<file path="config.mk">
export PLATFORM = sky130hd
export DESIGN_NAME = sll_iter
export DESIGN_NICKNAME = d
export VERILOG_FILES = /design/src/rtl/sll_iter.sv
export SDC_FILE = /design/constraint.sdc
export NUM_CORES = 1
export LEC_CHECK = 0
export CAP_MARGIN = 0
export CORE_MARGIN = 2
export CORE_UTILIZATION = 38
export DETAILED_ROUTE_END_ITERATION = 12
export DONT_BUFFER_PORTS = 1
export GPL_TIMING_DRIVEN = 1
export HOLD_SLACK_MARGIN = 0.02
export PLACE_DENSITY = 0.55
export RECOVER_POWER = 100
export SLEW_MARGIN = 20
export SYNTH_ARGS = -nofsm -noshare
export SYNTH_HDL_FRONTEND = slang
export SYNTH_SLANG_ARGS = --single-unit
</file>
<file path="constraint.sdc">
create_clock -name clock -period 4.9 [get_ports clock]
set_input_delay 0 -clock clock [delete_from_list [all_inputs] [get_ports clock]]
set_output_delay 0 -clock clock [all_outputs]
set_load 0.02 [all_outputs]
</file>
<file path="src/rtl/sll_iter.sv">
// Iterative 32-bit logical left shifter: one power-of-two stage per clock (16,8,4,2,1),
// with overflow flag for any 1 bit shifted out past bit 31.
module sll_iter (
  input  logic        clock,
  input  logic        reset,
  input  logic        ctrl_SLL,
  input  logic [31:0] data_operand,
  input  logic [4:0]  shiftamt,
  output logic [31:0] data_result,
  output logic        data_resultRDY,
  output logic        data_exception,
  output logic        busy
);

  typedef enum logic [1:0] {IDLE, SHIFT, DONE} state_t;

  state_t      state_q, state_d;
  logic [31:0] acc_q, acc_d;
  logic [4:0]  amt_q, amt_d;
  logic [2:0]  stage_q, stage_d;
  logic        exc_q, exc_d;
  logic        rdy_q, rdy_d;
  logic        busy_q, busy_d;

  logic [31:0] shifted;
  logic        lost;
  logic        take;

  // Stage datapath: shift by 2^stage and collect the bits pushed past bit 31.
  always_comb begin
    shifted = acc_q;
    lost    = 1'b0;
    take    = 1'b0;
    case (stage_q)
      3'd4: begin shifted = {acc_q[15:0], 16'b0}; lost = |acc_q[31:16]; take = amt_q[4]; end
      3'd3: begin shifted = {acc_q[23:0], 8'b0};  lost = |acc_q[31:24]; take = amt_q[3]; end
      3'd2: begin shifted = {acc_q[27:0], 4'b0};  lost = |acc_q[31:28]; take = amt_q[2]; end
      3'd1: begin shifted = {acc_q[29:0], 2'b0};  lost = |acc_q[31:30]; take = amt_q[1]; end
      3'd0: begin shifted = {acc_q[30:0], 1'b0};  lost = acc_q[31];     take = amt_q[0]; end
      default: ;
    endcase
  end

  always_comb begin
    state_d = state_q;
    acc_d   = acc_q;
    amt_d   = amt_q;
    stage_d = stage_q;
    exc_d   = exc_q;
    case (state_q)
      IDLE, DONE: begin
        if (ctrl_SLL) begin
          acc_d   = data_operand;
          amt_d   = shiftamt;
          exc_d   = 1'b0;
          stage_d = 3'd4;
          state_d = SHIFT;
        end else begin
          state_d = IDLE;
        end
      end
      SHIFT: begin
        // Requests arriving here are dropped, not queued.
        if (take) begin
          acc_d = shifted;
          exc_d = exc_q | lost;
        end
        if (stage_q == 3'd0) state_d = DONE;
        else                 stage_d = stage_q - 3'd1;
      end
      default: state_d = IDLE;
    endcase
    rdy_d  = (state_d == DONE);
    busy_d = (state_d == SHIFT);
  end

  always_ff @(posedge clock) begin
    if (reset) begin
      state_q <= IDLE;
      acc_q   <= '0;
      amt_q   <= '0;
      stage_q <= '0;
      exc_q   <= 1'b0;
      rdy_q   <= 1'b0;
      busy_q  <= 1'b0;
    end else begin
      state_q <= state_d;
      acc_q   <= acc_d;
      amt_q   <= amt_d;
      stage_q <= stage_d;
      exc_q   <= exc_d;
      rdy_q   <= rdy_d;
      busy_q  <= busy_d;
    end
  end

  assign data_result    = acc_q;
  assign data_exception = exc_q;
  assign data_resultRDY = rdy_q;
  assign busy           = busy_q;

endmodule

</file>
==> results.md <==
* Worst slew pin tran at 1952 ps
* Slowest CP cell: nor4_4
* # setup viols final at 0
* Drt drc at 0
* CTS buffer count at 5
* Placed cell count at 430
* Place WS at 1892 ps
* Yosys reg bits at 45
* Largest net degree at the start of global routing at 52
* Arrival @ worst endpoint at 4380 ps
* Most common cell after layout, fill and taps aside: a22oi_1
* Post-Route Skew at 5.547 ps
* # diodes at 0
* Max VDD drop at ~0.00013 V
* CP cell instances: inv_1 > ha_1 > clkbuf_1 > nor4_4 > or2_1 > a311oi_1 > a221oi_2 > dlygate4sd3_1
* Max_cap viols at 3
* PD cells at ~310 nW/um2
* Violated checks: max-capacitance violations, max-slew violations
* CP Capture Type: register
* Post-CTS setup buffer count at 0
* First-pass GRT wire length at 16.30 mm
* Commonest cells after routing, fill and taps aside: a22oi_1 (50), dfxtp_1 (45), nand2_1 (25)
* GP Congestion at 0.8087
* Setup slack after layout at 768.8 ps
* Area growth from synthesis to layout at 9.046%
* Final ANT Viol Nets at 0
* CP max stage delay at 970 ps
* Clk Tree Root Cell: clkbuf_8
* WL per Instance at 21.98 um
* Leakage power at 1.051 nW
* Startpoint type of the worst setup path: register
* Die Y at 93.89 um
* Synthesized cell area at 3070 um2
* Starting Density at 39.53%
* Nets at 400
* Post-synth EDFFs at 0
* Ys flop type: dfxtp_1
* Setup TNS at 0 ps
* Unique cell type count in the Yosys netlist at 43
* Die Area at 8815 um2
* Status: finished, violations left
* Ports at 75
* Congestion Overflow GR at 0
* Drt total wl at 10.07 mm
* Hold Slack at 27.95 ps
* CP max FO at 34
* Max-slew violation count at 81
* Hold Vio Cnt, Final at 0
* Crit share post-route at 84.31%
* CTS resizes at 0
* WS Path Type: register to register
* Core ar. at 7767 um2
* DR pass1 iterations at 6
* Drt initial violations at between 300 and 400
* Vias/cell at 6.644
* F_max at 0.2421 GHz
* Skew-Pair Late Insertion Delay at 300 ps
* Number of global-route vias before repair at around 2900
* Slew margin rel. at -30.43%
* Syn Nets at 410
* Post-Layout Cell Count at roughly 460
* Hold Buf Count CTS at 20
* Required @ worst endpoint at 5150 ps
* TritonCTS clock tree: built
* Fraction of registers with async set/reset at 0%
* Yosys warnings at 0
* Initial antenna violation count at 0
* Post-Synthesis Cells at 365
* Longest Clk Path Bufs at 2
* CTS clk-pin slew, worst paths at 90 ps
* CTS Sinks at 45
* DR vias at 3043
* CTS H-tree lvls at 2
* Gr usage total at 23.25%
* Post-synthesis sequential area ratio at 29.34%
* RSZ-0062 raised after global routing: no
* # rows at 32
* Syn avg cell area at 8.412 um2
* Number of port buffers at 0
* Hold Crit Class: input port to register
* Share of cells above drive strength 1 at 7.022%
* Hpwl dp at 6.532 mm
* Die width at 93.89 um
* Fin crit period at just over 4000 ps
metal layers:
layer  vias up  track usage (%)  wire length (um)
met4         0            7.246               231
met5         -                0                 0
met2       148            36.49              4493
li1       1415                -                 -
met1      1454            31.43              4442
met3        26            5.618               900
cell usage after synthesis (7+ instances only):
library cell	number	area, um2
o211ai_1	7	52.55
dfxtp_1	45	900.9
a221oi_2	10	150.1
mux2i_1	10	100.1
buf_2	13	65.06
nand2_1	25	93.84
and2_1	25	156.4
nor2_1	21	78.83
clkbuf_1	20	75.07
a2111oi_0	16	140.1
a22oi_1	50	375.4
a21oi_1	22	110.1
a311oi_1	16	140.1
through the flow:
step | instance area [um2] | total power, mW | utilization (%)
5_1_grt | 3348 | 1.090 | 43.11
2_1_floorplan | 3070 | 0.6658 | -
3_3_place_gp | 3045 | 0.7214 | 39.21
3_5_place_dp | 3045 | 0.7228 | 39.21
6_report | 3348 | 1.036 | 43.11
4_1_cts | 3372 | 1.045 | 43.41
worst max-delay path, delay by kind of cell, from the launching register on:
kind | cells | cell delay, ps
simple gates | 2 | 1580
buf+inv | 3 | 1330
fa+ha+maj | 1 | 250
compound gates | 2 | 500
flops | 1 | 410
where the power goes:
part           leakage (nW)  internal, mW  total (mW)  switching [mW]
Sequential            0.371         0.398       0.505           0.107
Clock                0.0585         0.167       0.301           0.134
Combinational         0.621         0.100       0.230           0.130
Total                  1.05         0.664        1.04           0.371
registers in the layout, indices dropped and copies added (netlist names):
signal and count:
data_result 32, data_resultRDY 1, stage_q 3, data_exception 1
busy 1, state_q 2, amt_q 5
path summary, 6_finish.rpt:
path / startpoint / endpoint / slack [ps] / cells past startpoint
max: stage_q[0] / data_result[30] / 770 / 8
min: data_operand[15] / data_result[15] / 30 / 3
max reg2reg: stage_q[0] / data_result[30] / 770 / 8
min reg2reg: amt_q[4] / amt_q[4] / 460 / 2
cells by family (layout without fill, tap and decap cells):
group | Yosys count | in the layout | share of synthesized area (%)
AOI/OAI and AO/OA | 161 | 161 | 41.65
and+or+nand+nor | 95 | 95 | 15.85
buffers and inverters | 48 | 39 | 7.498
DFF | 45 | 45 | 29.34
muxes | 11 | 11 | 3.627
adders and majority gates | 5 | 5 | 2.037
area by class of cell:
type	instances	area [um2]
Fill cell	844	4419
Clock buffer	7	86.33
Tap cell	102	127.6
Timing Repair Buffer	26	251.5
Sequential cell	45	900.9
Inverter	5	18.77
Multi-Input combinational cell	272	1933
Clock inverter	1	30.03
Note: power is estimated with default switching activity, not from simulation.
